--- src/rtl/npc_pkg.sv ---
// Shared decode constants for the NPC core: opcodes, unit codes and the
// per-instruction control bundle carried from decode to execute.
package npc_pkg;

  localparam logic [6:0] OPC_LUI       = 7'b0110111;
  localparam logic [6:0] OPC_AUIPC     = 7'b0010111;
  localparam logic [6:0] OPC_JAL       = 7'b1101111;
  localparam logic [6:0] OPC_JALR      = 7'b1100111;
  localparam logic [6:0] OPC_BRANCH    = 7'b1100011;
  localparam logic [6:0] OPC_LOAD      = 7'b0000011;
  localparam logic [6:0] OPC_STORE     = 7'b0100011;
  localparam logic [6:0] OPC_OP_IMM    = 7'b0010011;
  localparam logic [6:0] OPC_OP_IMM_32 = 7'b0011011;
  localparam logic [6:0] OPC_OP        = 7'b0110011;
  localparam logic [6:0] OPC_OP_32     = 7'b0111011;
  localparam logic [6:0] OPC_MISC_MEM  = 7'b0001111;
  localparam logic [6:0] OPC_SYSTEM    = 7'b1110011;

  localparam logic [31:0] EBREAK_INST  = 32'h0010_0073;

  typedef enum logic [3:0] {
    FU_ALU   = 4'd0,
    FU_ALUW  = 4'd1,
    FU_MUL   = 4'd2,
    FU_MULW  = 4'd3,
    FU_BR    = 4'd4,
    FU_JAL   = 4'd5,
    FU_JALR  = 4'd6,
    FU_LOAD  = 4'd7,
    FU_STORE = 4'd8,
    FU_NONE  = 4'd9
  } fu_sel_e;

  typedef enum logic [1:0] {
    WB_ALU  = 2'd0,
    WB_LOAD = 2'd1,
    WB_PC4  = 2'd2
  } wb_sel_e;

  typedef enum logic [1:0] {
    MEM_B = 2'd0,
    MEM_H = 2'd1,
    MEM_W = 2'd2,
    MEM_D = 2'd3
  } mem_size_e;

  // The immediate and PC are XLEN-wide, so they travel beside this bundle.
  typedef struct packed {
    logic [4:0] rs1;
    logic [4:0] rs2;
    logic [4:0] rd;
    logic       rs1_en;
    logic       rs2_en;
    logic       pc_en;
    logic       imm_en;
    fu_sel_e    fu_sel;
    logic [4:0] fu_op;
    logic       wb_en;
    wb_sel_e    wb_sel;
    mem_size_e  mem_size;
    logic       mem_unsigned;
    logic       ebreak;
    logic       illegal;
  } ctrl_t;

  localparam int CTRL_W = $bits(ctrl_t);

endpackage

--- src/rtl/decode_comb.sv ---
// Purely combinational RV32/RV64 (+M) instruction decoder producing the
// control bundle and a sign-extended immediate.
module decode_comb
  import npc_pkg::*;
#(
  parameter int XLEN  = 64,
  parameter int HAS_M = 1
) (
  input  logic [31:0]       inst,
  output logic [CTRL_W-1:0] ctrl,
  output logic [XLEN-1:0]   imm
);

  localparam bit RV32 = (XLEN == 32);
  localparam bit M_ON = (HAS_M != 0);

  logic [6:0]  opcode;
  logic [2:0]  f3;
  logic        is_m;
  logic        is_shift;
  logic        ill;
  logic [31:0] imm32;
  logic [63:0] imm64;
  ctrl_t       c;

  assign opcode   = inst[6:0];
  assign f3       = inst[14:12];
  assign is_m     = (inst[31:25] == 7'b0000001);
  assign is_shift = (f3 == 3'b001) || (f3 == 3'b101);

  always_comb begin
    c     = '0;
    imm32 = '0;
    ill   = 1'b0;
    case (opcode)
      OPC_LUI: begin
        c.wb_en  = 1'b1;
        c.imm_en = 1'b1;
        c.fu_sel = FU_ALU;
        c.fu_op  = 5'b01111;
        imm32    = {inst[31:12], 12'b0};
      end
      OPC_AUIPC: begin
        c.wb_en  = 1'b1;
        c.pc_en  = 1'b1;
        c.imm_en = 1'b1;
        c.fu_sel = FU_ALU;
        imm32    = {inst[31:12], 12'b0};
      end
      OPC_JAL: begin
        c.wb_en  = 1'b1;
        c.wb_sel = WB_PC4;
        c.pc_en  = 1'b1;
        c.imm_en = 1'b1;
        c.fu_sel = FU_JAL;
        imm32    = {{11{inst[31]}}, inst[31], inst[19:12], inst[20], inst[30:21], 1'b0};
      end
      OPC_JALR: begin
        c.wb_en  = 1'b1;
        c.wb_sel = WB_PC4;
        c.rs1_en = 1'b1;
        c.imm_en = 1'b1;
        c.fu_sel = FU_JALR;
        imm32    = {{20{inst[31]}}, inst[31:20]};
      end
      OPC_BRANCH: begin
        c.rs1_en = 1'b1;
        c.rs2_en = 1'b1;
        c.pc_en  = 1'b1;
        c.imm_en = 1'b1;
        c.fu_sel = FU_BR;
        c.fu_op  = {2'b00, f3};
        imm32    = {{19{inst[31]}}, inst[31], inst[7], inst[30:25], inst[11:8], 1'b0};
      end
      OPC_LOAD: begin
        c.wb_en        = 1'b1;
        c.wb_sel       = WB_LOAD;
        c.rs1_en       = 1'b1;
        c.imm_en       = 1'b1;
        c.fu_sel       = FU_LOAD;
        c.mem_size     = mem_size_e'(f3[1:0]);
        c.mem_unsigned = f3[2];
        imm32          = {{20{inst[31]}}, inst[31:20]};
        ill = (f3 == 3'b111) || (RV32 && ((f3 == 3'b011) || (f3 == 3'b110)));
      end
      OPC_STORE: begin
        c.rs1_en   = 1'b1;
        c.rs2_en   = 1'b1;
        c.imm_en   = 1'b1;
        c.fu_sel   = FU_STORE;
        c.mem_size = mem_size_e'(f3[1:0]);
        imm32      = {{20{inst[31]}}, inst[31:25], inst[11:7]};
        ill = f3[2] || (RV32 && (f3 == 3'b011));
      end
      OPC_OP_IMM: begin
        c.wb_en  = 1'b1;
        c.rs1_en = 1'b1;
        c.imm_en = 1'b1;
        c.fu_sel = FU_ALU;
        c.fu_op  = {1'b0, is_shift & inst[30], f3};
        imm32    = {{20{inst[31]}}, inst[31:20]};
        ill = RV32 && is_shift && inst[25];
      end
      OPC_OP_IMM_32: begin
        c.wb_en  = 1'b1;
        c.rs1_en = 1'b1;
        c.imm_en = 1'b1;
        c.fu_sel = FU_ALUW;
        c.fu_op  = {1'b1, is_shift & inst[30], f3};
        imm32    = {{20{inst[31]}}, inst[31:20]};
        ill = RV32;
      end
      OPC_OP: begin
        c.wb_en  = 1'b1;
        c.rs1_en = 1'b1;
        c.rs2_en = 1'b1;
        c.fu_sel = is_m ? FU_MUL : FU_ALU;
        c.fu_op  = is_m ? {2'b00, f3} : {1'b0, inst[30], f3};
        ill = is_m && !M_ON;
      end
      OPC_OP_32: begin
        c.wb_en  = 1'b1;
        c.rs1_en = 1'b1;
        c.rs2_en = 1'b1;
        c.fu_sel = is_m ? FU_MULW : FU_ALUW;
        c.fu_op  = is_m ? {2'b10, f3} : {1'b1, inst[30], f3};
        ill = RV32 || (is_m && !M_ON);
      end
      OPC_MISC_MEM, OPC_SYSTEM: begin
        c.fu_sel = FU_NONE;
      end
      default: ill = 1'b1;
    endcase

    // Register indices are zeroed whenever the corresponding port is unused.
    c.rs1    = c.rs1_en ? inst[19:15] : 5'd0;
    c.rs2    = c.rs2_en ? inst[24:20] : 5'd0;
    c.rd     = c.wb_en  ? inst[11:7]  : 5'd0;
    c.ebreak = (inst == EBREAK_INST);

    if (ill) begin
      c         = '0;
      c.fu_sel  = FU_NONE;
      c.illegal = 1'b1;
      imm32     = '0;
    end
  end

  assign imm64 = {{32{imm32[31]}}, imm32};
  assign imm   = imm64[XLEN-1:0];
  assign ctrl  = c;

endmodule

--- src/rtl/decode_stage.sv ---
// Registered decode stage: decodes on the input side and holds results in a
// two-entry main/skid buffer so in_ready comes straight from a flop.
module decode_stage
  import npc_pkg::*;
#(
  parameter int XLEN  = 64,
  parameter int HAS_M = 1
) (
  input  logic            clk,
  input  logic            rst,
  input  logic            flush,
  input  logic            in_valid,
  output logic            in_ready,
  input  logic [31:0]     in_inst,
  input  logic [XLEN-1:0] in_pc,
  output logic            out_valid,
  input  logic            out_ready,
  output logic [XLEN-1:0] out_pc,
  output logic [4:0]      out_rs1,
  output logic [4:0]      out_rs2,
  output logic [4:0]      out_rd,
  output logic            out_rs1_en,
  output logic            out_rs2_en,
  output logic            out_pc_en,
  output logic            out_imm_en,
  output logic [XLEN-1:0] out_imm,
  output logic [3:0]      out_fu_sel,
  output logic [4:0]      out_fu_op,
  output logic            out_wb_en,
  output logic [1:0]      out_wb_sel,
  output logic [1:0]      out_mem_size,
  output logic            out_mem_unsigned,
  output logic            out_ebreak,
  output logic            out_illegal
);

  ctrl_t           dec_ctrl;
  logic [XLEN-1:0] dec_imm;

  logic            main_valid;
  ctrl_t           main_ctrl;
  logic [XLEN-1:0] main_imm;
  logic [XLEN-1:0] main_pc;
  logic            skid_valid;
  ctrl_t           skid_ctrl;
  logic [XLEN-1:0] skid_imm;
  logic [XLEN-1:0] skid_pc;
  logic            ready_q;
  logic            accept;

  decode_comb #(.XLEN(XLEN), .HAS_M(HAS_M)) u_decode (
    .inst (in_inst),
    .ctrl (dec_ctrl),
    .imm  (dec_imm)
  );

  assign accept = in_valid & ready_q;

  // Skid only ever fills while main is stalled, so FIFO order is main then skid.
  always_ff @(posedge clk) begin
    if (rst) begin
      main_valid <= 1'b0;
      main_ctrl  <= '0;
      main_imm   <= '0;
      main_pc    <= '0;
      skid_valid <= 1'b0;
      skid_ctrl  <= '0;
      skid_imm   <= '0;
      skid_pc    <= '0;
      ready_q    <= 1'b1;
    end else if (flush) begin
      main_valid <= 1'b0;
      skid_valid <= 1'b0;
      ready_q    <= 1'b1;
    end else if (!main_valid || out_ready) begin
      if (skid_valid) begin
        main_valid <= 1'b1;
        main_ctrl  <= skid_ctrl;
        main_imm   <= skid_imm;
        main_pc    <= skid_pc;
        skid_valid <= accept;
        ready_q    <= !accept;
        if (accept) begin
          skid_ctrl <= dec_ctrl;
          skid_imm  <= dec_imm;
          skid_pc   <= in_pc;
        end
      end else begin
        main_valid <= accept;
        ready_q    <= 1'b1;
        if (accept) begin
          main_ctrl <= dec_ctrl;
          main_imm  <= dec_imm;
          main_pc   <= in_pc;
        end
      end
    end else if (accept) begin
      skid_valid <= 1'b1;
      skid_ctrl  <= dec_ctrl;
      skid_imm   <= dec_imm;
      skid_pc    <= in_pc;
      ready_q    <= 1'b0;
    end
  end

  assign in_ready         = ready_q;
  assign out_valid        = main_valid;
  assign out_pc           = main_pc;
  assign out_imm          = main_imm;
  assign out_rs1          = main_ctrl.rs1;
  assign out_rs2          = main_ctrl.rs2;
  assign out_rd           = main_ctrl.rd;
  assign out_rs1_en       = main_ctrl.rs1_en;
  assign out_rs2_en       = main_ctrl.rs2_en;
  assign out_pc_en        = main_ctrl.pc_en;
  assign out_imm_en       = main_ctrl.imm_en;
  assign out_fu_sel       = main_ctrl.fu_sel;
  assign out_fu_op        = main_ctrl.fu_op;
  assign out_wb_en        = main_ctrl.wb_en;
  assign out_wb_sel       = main_ctrl.wb_sel;
  assign out_mem_size     = main_ctrl.mem_size;
  assign out_mem_unsigned = main_ctrl.mem_unsigned;
  assign out_ebreak       = main_ctrl.ebreak;
  assign out_illegal      = main_ctrl.illegal;

endmodule

--- config.mk ---
export PLATFORM = sky130hd
export DESIGN_NAME = decode_stage
export DESIGN_NICKNAME = d
export VERILOG_FILES = /design/src/rtl/npc_pkg.sv /design/src/rtl/decode_comb.sv /design/src/rtl/decode_stage.sv
export SDC_FILE = /design/constraint.sdc
export NUM_CORES = 1
export LEC_CHECK = 0
export ABC_CLOCK_PERIOD_IN_PS = 4360
export BUFFER_PORTS_ARGS = -buffer_cell sky130_fd_sc_hd__buf_2
export CORE_AREA = 2 2 258 158
export CTS_CLUSTER_DIAMETER = 30
export DETAILED_ROUTE_END_ITERATION = 12
export DIE_AREA = 0 0 260 160
export GPL_TIMING_DRIVEN = 0
export HOLD_SLACK_MARGIN = 0.06
export SKIP_LAST_GASP = 1
export SLEW_MARGIN = 20
export SYNTH_ARGS = -nofsm -noshare
export SYNTH_HDL_FRONTEND = slang
export SYNTH_SLANG_ARGS = --single-unit
--- constraint.sdc ---
create_clock -name clk -period 4.36 [get_ports clk]
set_input_delay 0.654 -clock clk [delete_from_list [all_inputs] [get_ports clk]]
set_output_delay 0.654 -clock clk [all_outputs]
set_load 0.03 [all_outputs]
==> results_dict.tcl <==
set metrics [dict create \
    status "finished clean" \
    fin_crit_sh_pct 72.53 \
    initial_utilization_pct 29.43 \
    yosysWarnings 0 \
    hold_viol_final 0 \
    gp_congestion 0.9367 \
    grt_max_degree 35 \
    tightest_slew_ns 0.9869 \
    wl_per_cell_um 20.39 \
    worstHoldEndpoint "skid_pc[9]" \
    cts_buffers 52 \
    postCtsSetupBuffers 0 \
    peakVddDrop_mv 0.2947 \
    grt_use_total_pct 22.05 \
    r2r-end "skid_imm[3]" \
    yosysSeqAreaShare_pct 45.89 \
    worstPathArrival_ns 3.64 \
    min_path_type "input port to flip-flop" \
    path_max_fanout 10 \
    avgSynthCellArea_sq_um 8.337 \
    grt_overflow_total 0 \
    pwr-share-comb_pct 10.7 \
    setup_viol 0 \
    clock_sinks 267 \
    syn_area_sq_um 11650 \
    fillers 4072 \
    start_kind "flip-flop" \
    final_util_pct 39.36 \
    r2r_start "out_valid" \
    syn_inst 1397 \
    grt_first_pass_wirelength_um 69680 \
    cts_max_path_buffers 3 \
    drv_cap 0 \
    postRouteWirelength_um 46850 \
    final_cell_mix "283 x buf_2, 266 x dfxtp_1, 221 x nand2_1" \
    finalSetupTns_ns 0 \
    drive_above_1_share_pct 24.35 \
    fin_skew_ns 0.03065 \
    htreeDepth 2 \
    drc 0 \
    ys_ff_latch 267 \
    r2r_cells 8 \
    drtAntennaViolNets 0 \
    hold_depth 3 \
    cts_resized 0 \
    m1WireLength_um 22520 \
    rows 57 \
    fin_nets 1819 \
    portBuffers 266 \
    clock_latency_ns 0.57 \
    antenna_found_initial 5 \
    rsz0062_at_grt "no" \
    grt_pass1_vias 11299 \
    relSlewSlack_pct 33.96 \
    met2_length_um 19080 \
    synth_edf_count 0 \
    io_pins 267 \
    netSwitchingFraction_pct 26.97 \
    clk_root_buffer_cell "clkbuf_16" \
    synthArstFlopShare_pct 0 \
    r2r_setup_slack_ns 1.20 \
    max_freq_ghz 0.3162 \
    drt_iter0_drc 984 \
    internal-power_mw 5.673 \
    min_period_ns 3.162 \
    powerDensity_nw_per_um2 498.6 \
    tritoncts "done" \
    critPathKind "flip-flop to flip-flop" \
    leakagePower_nw 6.099 \
    met3RoutedLength_um 4279 \
    worstPathRequired_ns 4.84 \
    end_kind "flip-flop" \
    vias 11733 \
    switchingPower_mw 2.095 \
    slew_viol_final 0 \
    synth_flop_cell "dfxtp_1" \
    p_seq_share_pct 33.2 \
    place.detailed.hpwl_um 35390 \
    die_w_um 260 \
    worstHoldStart "in_pc[9]" \
    cts_hold_buf 0 \
    routed.top_layer "met4" \
    synth_nets 1498 \
    vias_per_cell 5.106 \
    p_clk_share_pct 56.1 \
    die_h_um 160 \
    area_delta_synth_final_pct 33.77 \
    synth_cell_types 59 \
    clkTransAtPathRegs_ns 0.06 \
    drt-pass1-iter-count 5 \
    dieArea_sq_um 41600 \
    coreArea_sq_um 39580 \
    final_common_cell "buf_2" \
]
## worst max-delay path, cell delays in order (launching register included)
cell	delay (ns)
dfxtp_1	0.33
nor2b_1	0.16
clkbuf_1	0.20
o21a_1	0.21
clkbuf_1	0.39
nor2_1	0.89
clkbuf_1	0.67
nand2_1	0.11
o21ai_0	0.10
## layout make-up
cell class	instances	area, sq um	area share (%)
inverters	7	26.28	0.1686
clock buffers	65	1441	9.251
plain buffers	155	753.2	4.834
well taps	531	664.4	4.264
clock inverters	33	469.2	3.011
diodes	5	12.51	0.08030
multi-input cells	968	5529	35.49
repair buffers	267	1339	8.592
flip-flops and latches	267	5346	34.31
## power groups by stage
stage	logic (mW)	clock network [mW]	registers, mW
2_1_floorplan	0.352	0	2.77
3_3_place_gp	0.825	0	2.62
3_5_place_dp	0.829	0	2.62
4_1_cts	0.832	4.41	2.58
5_1_grt	0.897	4.54	2.58
6_report	0.834	4.36	2.58
## registers in the layout, summed over array words and instances, names as in the netlist, 2 cells and up
name and cells:
out_pc 64, skid_ctrl 36, skid_imm 32, out_mem_size 2
out_rs2 5, out_fu_op 5, out_rs1 5, out_fu_sel 4
skid_pc 64, out_rd 5, out_imm 32, out_wb_sel 2
## cells in the mapped netlist (all sizes together) (13+ instances only)
library cell / count / area [sq um]
dfxtp: 267 / 5345
nand3: 23 / 115.1
nand2: 221 / 829.6
and2: 14 / 87.58
nor2: 148 / 558.0
o21ai: 50 / 250.2
a21o: 15 / 112.6
a211oi: 99 / 758.2
buf: 61 / 400.4
nor3: 28 / 155.2
a21oi: 142 / 710.7
clkbuf: 94 / 352.8
nand4: 23 / 143.9
a22o: 16 / 140.1
mux2i: 64 / 640.6
a32o: 13 / 130.1
## logic make-up (layout without fill, tap and decap cells)
group	Yosys count	after routing	synth area share, %
simple gates	517	517	19.95
mux	64	64	5.500
other cells	0	5	0
xor+xnor	1	1	0.07521
compound gates	386	386	21.89
buf+inv	162	527	6.692
flops	267	267	45.89
## worst max-delay path by stage
stage	depth (start not counted)	endpoint	start	slack, ns
4_1_cts	8	skid_imm[3]	out_valid	1.29
5_1_grt	8	skid_imm[2]	out_valid	0.99
3_3_place_gp	8	skid_imm[19]	out_ready	0.96
6_report	8	skid_imm[3]	out_valid	1.20
2_1_floorplan	7	skid_imm[12]	in_inst[2]	2.16
3_5_place_dp	8	skid_imm[19]	out_ready	0.93
## per-layer routing
layer	vias up	GRT usage (%)
met5	-	0
met4	0	6.452
met3	74	6.175
met2	438	31.27
met1	5614	32.14
li1	5607	-
## stage by stage
step           hold WS, ns  worst slack (ns)  area [sq um]  std cells  total power, mW
3_5_place_dp        0.4401            0.9349         13660       2195            3.454
4_1_cts             0.3065             1.289         15570       2293            7.822
6_report            0.3389             1.198         15580       2298            7.769
2_1_floorplan       0.4198             2.162         11650       1397            3.121
3_3_place_gp        0.4349            0.9584         13640       2194            3.447
5_1_grt             0.3149            0.9884         15580       2296            8.021
(Power assumes the default switching activity.)
